`config.mk`:
```
export PLATFORM = sky130hd
export DESIGN_NAME = comparator
export DESIGN_NICKNAME = d
export VERILOG_FILES = /design/src/rtl/comparator.sv
export SDC_FILE = /design/constraint.sdc
export NUM_CORES = 1
export LEC_CHECK = 0
export CAP_MARGIN = 20
export CORE_AREA = 2 2 65 67
export DETAILED_ROUTE_END_ITERATION = 6
export DIE_AREA = 0 0 67 69
export PLACE_DENSITY = 0.73
export SLEW_MARGIN = 20
export SYNTH_ARGS = -nofsm -noshare
export SYNTH_HDL_FRONTEND = slang
export SYNTH_SLANG_ARGS = --single-unit
```
`constraint.sdc`:
```
create_clock -name i_Clk -period 3.45 [get_ports i_Clk]
set_input_delay 0.5175 -clock i_Clk [delete_from_list [all_inputs] [get_ports i_Clk]]
set_output_delay 0.5175 -clock i_Clk [all_outputs]
set_load 0.005 [all_outputs]
```
`src/rtl/comparator.sv`:
```
// Masked unsigned comparator with a one-cycle registered result and
// saturating, clearable match statistics.
module comparator #(
  parameter int WIDTH = 8,
  parameter int CNT_W = 16
) (
  input  logic             i_Clk,
  input  logic             i_Rst_n,
  input  logic             i_Valid,
  input  logic [WIDTH-1:0] i_Data1,
  input  logic [WIDTH-1:0] i_Data2,
  input  logic [WIDTH-1:0] i_Mask,
  input  logic             i_Clear,
  output logic             o_Valid,
  output logic             o_Equal,
  output logic             o_Greater,
  output logic             o_Less,
  output logic [CNT_W-1:0] o_Match_Count,
  output logic             o_Match_Seen
);

  logic [WIDTH-1:0] masked_a;
  logic [WIDTH-1:0] masked_b;
  logic             cmp_eq;
  logic             cmp_gt;
  logic             cmp_lt;
  logic             cnt_full;

  assign masked_a = i_Data1 & i_Mask;
  assign masked_b = i_Data2 & i_Mask;
  assign cmp_eq   = (masked_a == masked_b);
  assign cmp_gt   = (masked_a >  masked_b);
  assign cmp_lt   = (masked_a <  masked_b);
  assign cnt_full = &o_Match_Count;

  // Result flags hold between valid compares; only o_Valid drops.
  always_ff @(posedge i_Clk or negedge i_Rst_n) begin
    if (!i_Rst_n) begin
      o_Valid   <= 1'b0;
      o_Equal   <= 1'b0;
      o_Greater <= 1'b0;
      o_Less    <= 1'b0;
    end else begin
      o_Valid <= i_Valid;
      if (i_Valid) begin
        o_Equal   <= cmp_eq;
        o_Greater <= cmp_gt;
        o_Less    <= cmp_lt;
      end
    end
  end

  // Clear takes priority over a coincident equal compare.
  always_ff @(posedge i_Clk or negedge i_Rst_n) begin
    if (!i_Rst_n) begin
      o_Match_Count <= '0;
      o_Match_Seen  <= 1'b0;
    end else if (i_Clear) begin
      o_Match_Count <= '0;
      o_Match_Seen  <= 1'b0;
    end else if (i_Valid && cmp_eq) begin
      o_Match_Seen <= 1'b1;
      if (!cnt_full) begin
        o_Match_Count <= o_Match_Count + 1'b1;
      end
    end
  end

endmodule

```
==> results.json, run 1 <==
{
  "number_of_buffers_inserted_by_port_buffering": 48,
  "drt-wirelength-per-cell_um": 12.1,
  "htree_num_levels": 1,
  "placeableCoreArea_sq_um": 3910,
  "setup_total_negative_slack_ps": 0,
  "cts.clk_slew.worst_paths_ps": 70,
  "timing.critical_path.max_delay_family": "simple AND/OR/NAND/NOR gates",
  "die_w_um": 67,
  "drtPass1Iterations": 4,
  "vias_per_cell": 4.89,
  "ff2ff_path_depth": 5,
  "initial_antenna_violation_count": 0,
  "gp_congestion": 0.806,
  "routed-via-count": 1183,
  "startpoint_type_of_the_worst_setup_path": "input port",
  "min_period_ps": 2620,
  "fp.dieH_um": 69,
  "detailedPlacementHpwl_um": 2300,
  "fin_crit_share_pct": 75.9,
  "cts_inserted_buffers": 3,
  "setup_slack_ps": 832,
  "path_max_fanout": 5,
  "run_status": "finished clean",
  "worstPathRequired_ps": 3600,
  "drc": 0,
  "worst_skew_pair.late_latency_ps": 260,
  "die_outline_area_sq_um": 4620,
  "route.antenna.remaining_nets": 0,
  "dp_worst_setup_slack_ps": 578,
  "post_cts_resize_count": 0,
  "grt_start_max_net_pins": 22,
  "global_route.usage.total_pct": 13.3,
  "worstPathArrival_ps": 2760,
  "grt_first_pass_wirelength_um": 4950,
  "cp_num_cells": 8,
  "syn_avg_cell_area_sq_um": 9.34,
  "timing.critical_path.buf_inv": 1,
  "count_of_pins_over_their_slew_limit": 0,
  "cts_tree": "yes",
  "grt_remaining_overflow": 0,
  "multi_input_comb_area_sq_um": 778,
  "crit_path_cell_trace": "clkdlybuf4s50_1, and2_1, ha_1, nand4_1, nor4_2, o21a_2, nand3_2, mux2_4",
  "synth_warnings": 0,
  "clock_sink_count": 21,
  "hold_viol": 0,
  "n_fill_cell": 400,
  "initialDrtViolationCount": 43,
  "num_antenna_cells": 0,
  "number_of_nets_in_the_layout": 230,
  "setup.worst_path.end_class": "register",
  "worst_slew_pin_slew_ps": 951,
  "fmax_ghz": 0.382,
  "min_path_type": "register to register",
  "postSynthRegisterBits": 21,
  "path_class": "input port to register",
  "synthDominantCellAreaShare_pct": 39.1,
  "buffer_cell_driving_the_clock_tree_root": "sky130_fd_sc_hd__clkbuf_8",
  "initial_core_util_pct": 34.4,
  "post_cts_buffers": 0,
  "final.setup_skew_ps": 1.26,
  "rsz0062_at_grt": "no",
  "grt_pass1_vias": 1080,
  "cts_buffer_depth": 2,
  "synth_area_leaders": "sky130_fd_sc_hd__dfrtp_1 (39%), sky130_fd_sc_hd__ha_1 (8.4%), sky130_fd_sc_hd__nor2_1 (5.0%)",
  "sequential_cell_area_sq_um": 526,
  "max-vdd-ir-drop_v": 0.000114,
  "fp-row-count": 23,
  "power.static_leakage_nw": 0.791,
  "hold_buffers": 0,
  "drv_cap": 0,
  "layout-drive-gt1-share_pct": 6.77,
  "mappedNetlistNets": 181,
  "biggest_cell_delay_along_the_critical_path_ps": 500,
  "synth.distinct_cells": 36,
  "synth_largest_area_cell": "sky130_fd_sc_hd__dfrtp_1",
  "slew_headroom_pct": 36.4,
  "crit_path_top_delay_cell": "sky130_fd_sc_hd__nor4_2",
  "min_delay_path_depth": 2,
  "power_density_nw_per_um2": 261,
  "syn_to_final_growth_pct": 42.0,
  "finalSetupViolations": 0,
  "postSynthCellCount": 144,
  "finalWirelength_um": 2940,
  "synth_sequential_area_ratio_pct": 39.1,
  "cell_area_after_synthesis_sq_um": 1350,
  "num_io_pins": 49
}
[cells in the mapped netlist, drive strengths merged]
| cell type | count |
|---|---|
| mux2 | 2 |
| inv | 5 |
| nand4b | 1 |
| nand2 | 16 |
| xor2 | 5 |
| nor2b | 4 |
| or4 | 2 |
| nand3b | 1 |
| o21a | 1 |
| mux2i | 1 |
| nor2 | 18 |
| a21o | 2 |
| o211ai | 4 |
| nor4 | 4 |
| a31o | 1 |
| dfrtp | 21 |
| o21bai | 1 |
| buf | 1 |
| nand2b | 1 |
| and4bb | 2 |
| o21ai | 4 |
| xnor2 | 6 |
| or3 | 2 |
| clkbuf | 3 |
| nand3 | 4 |
| a21oi | 4 |
| ha | 9 |
| and2 | 9 |
| and3 | 1 |
| nand4 | 6 |
| nor3 | 3 |
[registers in the layout, summed over array words and instances, names as in the netlist]
name / count
o_Equal: 1
o_Greater: 1
o_Less: 1
o_Match_Count: 16
o_Match_Seen: 1
o_Valid: 1
[power by group]
group          internal (W)  total [W]  switching (W)
Combinational     0.0000513  0.0000852      0.0000339
Sequential         0.000251   0.000254     0.00000260
Clock             0.0000822   0.000160      0.0000781
Total              0.000385   0.000499       0.000115
[per-stage QoR]
stage	total power (W)	area (sq um)	hold slack (ps)	util [%]	cells
floorplan	0.000291	1350	222	-	144
global placement	0.000343	1870	463	47.7	238
detailed placement	0.000345	1870	504	47.7	238
CTS	0.000503	1910	520	48.8	242
global route	0.000523	1910	537	48.8	242
finish	0.000499	1910	517	48.8	242
[per-layer routing]
metal	up-vias	part of all wire, %	global-route usage [%]
li1	599	-	-
met1	555	48	19.5
met2	25	47	20.5
met3	4	3.8	2.45
met4	0	0.99	2.72
met5	-	0	0
[worst paths after layout]
check	slack, ps	start	to
min	520	o_Match_Seen	o_Match_Seen
max	830	i_Mask[6]	o_Match_Count[9]
max reg2reg	1440	o_Match_Count[2]	o_Match_Count[9]
min reg2reg	520	o_Match_Seen	o_Match_Seen
max in group asynchronous	2080	i_Rst_n	o_Match_Count[9]
min in group asynchronous	780	i_Rst_n	o_Equal
[worst reg2reg max path, stage by stage (launching register included)]
cell and delay [ps]:
sky130_fd_sc_hd__dfrtp_1 450, sky130_fd_sc_hd__nand4_2 170, sky130_fd_sc_hd__or4_4 630, sky130_fd_sc_hd__o21a_2 280, sky130_fd_sc_hd__nand3_2 90, sky130_fd_sc_hd__mux2_4 290
[layout by cell type, fill, tap and decap left out, types with 2 or more instances in the layout]
cell type and n:
sky130_fd_sc_hd__dfrtp_1 21, sky130_fd_sc_hd__nor2_1 18, sky130_fd_sc_hd__ha_1 9, sky130_fd_sc_hd__xor2_1 5, sky130_fd_sc_hd__nand3_1 2, sky130_fd_sc_hd__xnor2_1 6, sky130_fd_sc_hd__inv_1 5, sky130_fd_sc_hd__and4bb_1 2
sky130_fd_sc_hd__o211ai_1 4, sky130_fd_sc_hd__clkdlybuf4s50_1 48, sky130_fd_sc_hd__nor4_1 3, sky130_fd_sc_hd__and2_1 9, sky130_fd_sc_hd__nor3_1 3, sky130_fd_sc_hd__nand3_2 2, sky130_fd_sc_hd__nor2b_1 4, sky130_fd_sc_hd__a21o_1 2
sky130_fd_sc_hd__clkbuf_8 3, sky130_fd_sc_hd__nand2_1 16, sky130_fd_sc_hd__mux2_4 2, sky130_fd_sc_hd__nand4_1 5, sky130_fd_sc_hd__o21ai_0 3, sky130_fd_sc_hd__a21oi_1 4, sky130_fd_sc_hd__or3_1 2
[cell type report]
type / count / area share (%)
well taps: 50 / 3.27
multi-input cells: 114 / 40.7
repair buffers: 48 / 25.1
inverters: 5 / 0.982
flip-flops and latches: 21 / 27.5
clock buffers: 4 / 2.36
[cell families (layout without fill, tap and decap cells)]
group	after synthesis	after routing	synth area share [%]
AOI/OAI and AO/OA	17	17	8.46
xor gates and xnor gates	11	11	7.16
adders and majority gates	9	9	8.37
buffers and inverters	9	57	3.07
DFF	21	21	39.1
muxes	3	3	2.98
and+or+nand+nor	74	74	30.9
Note: power is estimated with default switching activity, not from simulation.
==> inputs of run 2 (changes only) <==
- clock period: 3.45 -> 2.43 ns (I/O delays scaled with it)
==> run 2 against run 1 <==
Against the previous run:
- clock skew is 4.3 ps higher
- final cell count increased by 2.9%
- hold slack got worse by 71 ps
- largest power group unchanged
==> results.json, run 2 (same netlist as run 1, synthesis figures left out) <==
{
  "grt_remaining_overflow": 0,
  "fmax_ghz": 0.433,
  "power.clock.fraction_pct": 31.5,
  "initial_core_util_pct": 34.4,
  "initial_antenna_violation_count": 0,
  "startpoint": "i_Mask[7]",
  "max-vdd-ir-drop_v": 0.000251,
  "buffer_cell_driving_the_clock_tree_root": "sky130_fd_sc_hd__clkbuf_8",
  "die_outline_area_sq_um": 4620,
  "startpoint_type_of_the_worst_setup_path": "input port",
  "max_flop_register": "o_Match_Count",
  "internal_power_w": 0.000548,
  "setup.worst_path.end_class": "register",
  "vias_per_cell": 4.80,
  "layout-drive-gt1-share_pct": 11.6,
  "syn_to_final_growth_pct": 46.9,
  "cts_inserted_buffers": 3,
  "drc": 0,
  "final_common_cell": "sky130_fd_sc_hd__clkdlybuf4s50_1",
  "grt_pass1_vias": 1139,
  "biggest_cell_delay_along_the_critical_path_ps": 460,
  "fp-row-count": 23,
  "die_w_um": 67,
  "fp.dieH_um": 69,
  "min_period_ps": 2310,
  "drt-wirelength-per-cell_um": 11.6,
  "finalWirelength_um": 2890,
  "layout.cells.most_common_list": "sky130_fd_sc_hd__clkdlybuf4s50_1 (48), sky130_fd_sc_hd__dfrtp_1 (21), sky130_fd_sc_hd__nor2_1 (18)",
  "min_path_type": "input port to async pin",
  "comb_power_share_pct": 17.8,
  "placeableCoreArea_sq_um": 3910,
  "global_route.usage.total_pct": 13.7,
  "num_antenna_cells": 0,
  "cts_buffer_depth": 2,
  "route.antenna.remaining_nets": 0,
  "path_class": "input port to register",
  "rsz0062_at_grt": "yes",
  "fin_crit_share_pct": 95.1,
  "path_max_fanout": 5,
  "power.static_leakage_nw": 0.829,
  "timing.critical_path.max_delay_family": "simple AND/OR/NAND/NOR gates",
  "timing.critical_path.buf_inv": 1,
  "power_switching_share_pct": 22.8,
  "worstPathRequired_ps": 2590,
  "final.setup_skew_ps": 5.58,
  "detailedPlacementHpwl_um": 2350,
  "run_status": "finished clean",
  "largest_register_ff_count": 16,
  "gp_congestion": 0.751,
  "finalInstanceArea_sq_um": 1980,
  "number_of_nets_in_the_layout": 237,
  "final_core_occ_pct": 50.5,
  "worstPathArrival_ps": 2470,
  "crit_path_cell_trace": "clkdlybuf4s50_1, and2_1, ha_1, nand4_1, or3_4, nor4_1, xnor2_1, nor2_1",
  "cts.clk_slew.worst_paths_ps": 80,
  "timing.rr.start": "o_Match_Count[2]",
  "initialDrtViolationCount": 33,
  "htree_num_levels": 1,
  "hold_buffers": 0,
  "placed_cell_area_sq_um": 1920,
  "finalSetupViolations": 0,
  "grt_start_max_net_pins": 22,
  "grt_first_pass_wirelength_um": 5100,
  "routed-via-count": 1194,
  "slew_headroom_pct": 71.4,
  "share_seq_of_total_power_pct": 50.6,
  "num_io_pins": 49,
  "number_of_buffers_inserted_by_port_buffering": 48,
  "cts_tree": "yes",
  "hold_viol": 0,
  "power_density_nw_per_um2": 360,
  "setup_total_negative_slack_ps": 0,
  "drtPass1Iterations": 4,
  "worst-r2r-setup-slack_ps": 420,
  "drv_cap": 0,
  "holdWs_ps": 446,
  "net-switching-power_w": 0.000162,
  "worst_slew_pin_slew_ps": 425,
  "post_cts_buffers": 0,
  "clock_sink_count": 21,
  "count_of_pins_over_their_slew_limit": 0,
  "worst_skew_pair.late_latency_ps": 260,
  "crit_path_top_delay_cell": "sky130_fd_sc_hd__or3_4"
}
## run 2: power groups by stage
stage	clock (W)	combinational (W)	sequential [W]
CTS	0.000235	0.000129	0.000360
global placement	0	0.000126	0.000367
detailed placement	0	0.000128	0.000367
floorplan	0	0.0000451	0.000368
finish	0.000224	0.000127	0.000360
global route	0.000249	0.000141	0.000361
## run 2: layer usage
metal | wire, um | global-route usage [%]
met1 | 1360 | 19.3
met2 | 1370 | 21.2
met3 | 145 | 4.08
met4 | 12 | 2.04
met5 | 0 | 0
## run 2: repair_timing
item | 4_1_cts | 5_1_grt
hold endpoints to repair | 0 | 0
setup endpoints to repair | 0 | 5
resized for setup | 0 | 2
## run 2: layout make-up
cell class / instances / area (sq um)
fill: 393 / 1940
multi-input combinational: 114 / 790
sequential: 21 / 526
tap: 50 / 62.6
timing repair buffer: 55 / 533
clock buffer: 3 / 41.3
inverter: 5 / 18.8
clock inverter: 1 / 5.00
## run 2: per-stage QoR
stage / setup slack (ps) / instances / total power (W)
after global routing: -12.3 / 249 / 0.000751
after floorplan: 319 / 144 / 0.000413
final: 120 / 249 / 0.000710
after global placement: -99.1 / 245 / 0.000492
after CTS: 71.3 / 249 / 0.000724
after detailed placement: -206 / 245 / 0.000495
## run 2: worst paths after layout
path / to / cells after the start
min in group i_Clk: o_Less / 1
hold reg to reg: o_Less / 1
max in group asynchronous: o_Match_Count[2] / 2
setup reg to reg: o_Match_Count[7] / 5
hold / removal: o_Valid / 2
setup / recovery: o_Match_Count[12] / 8
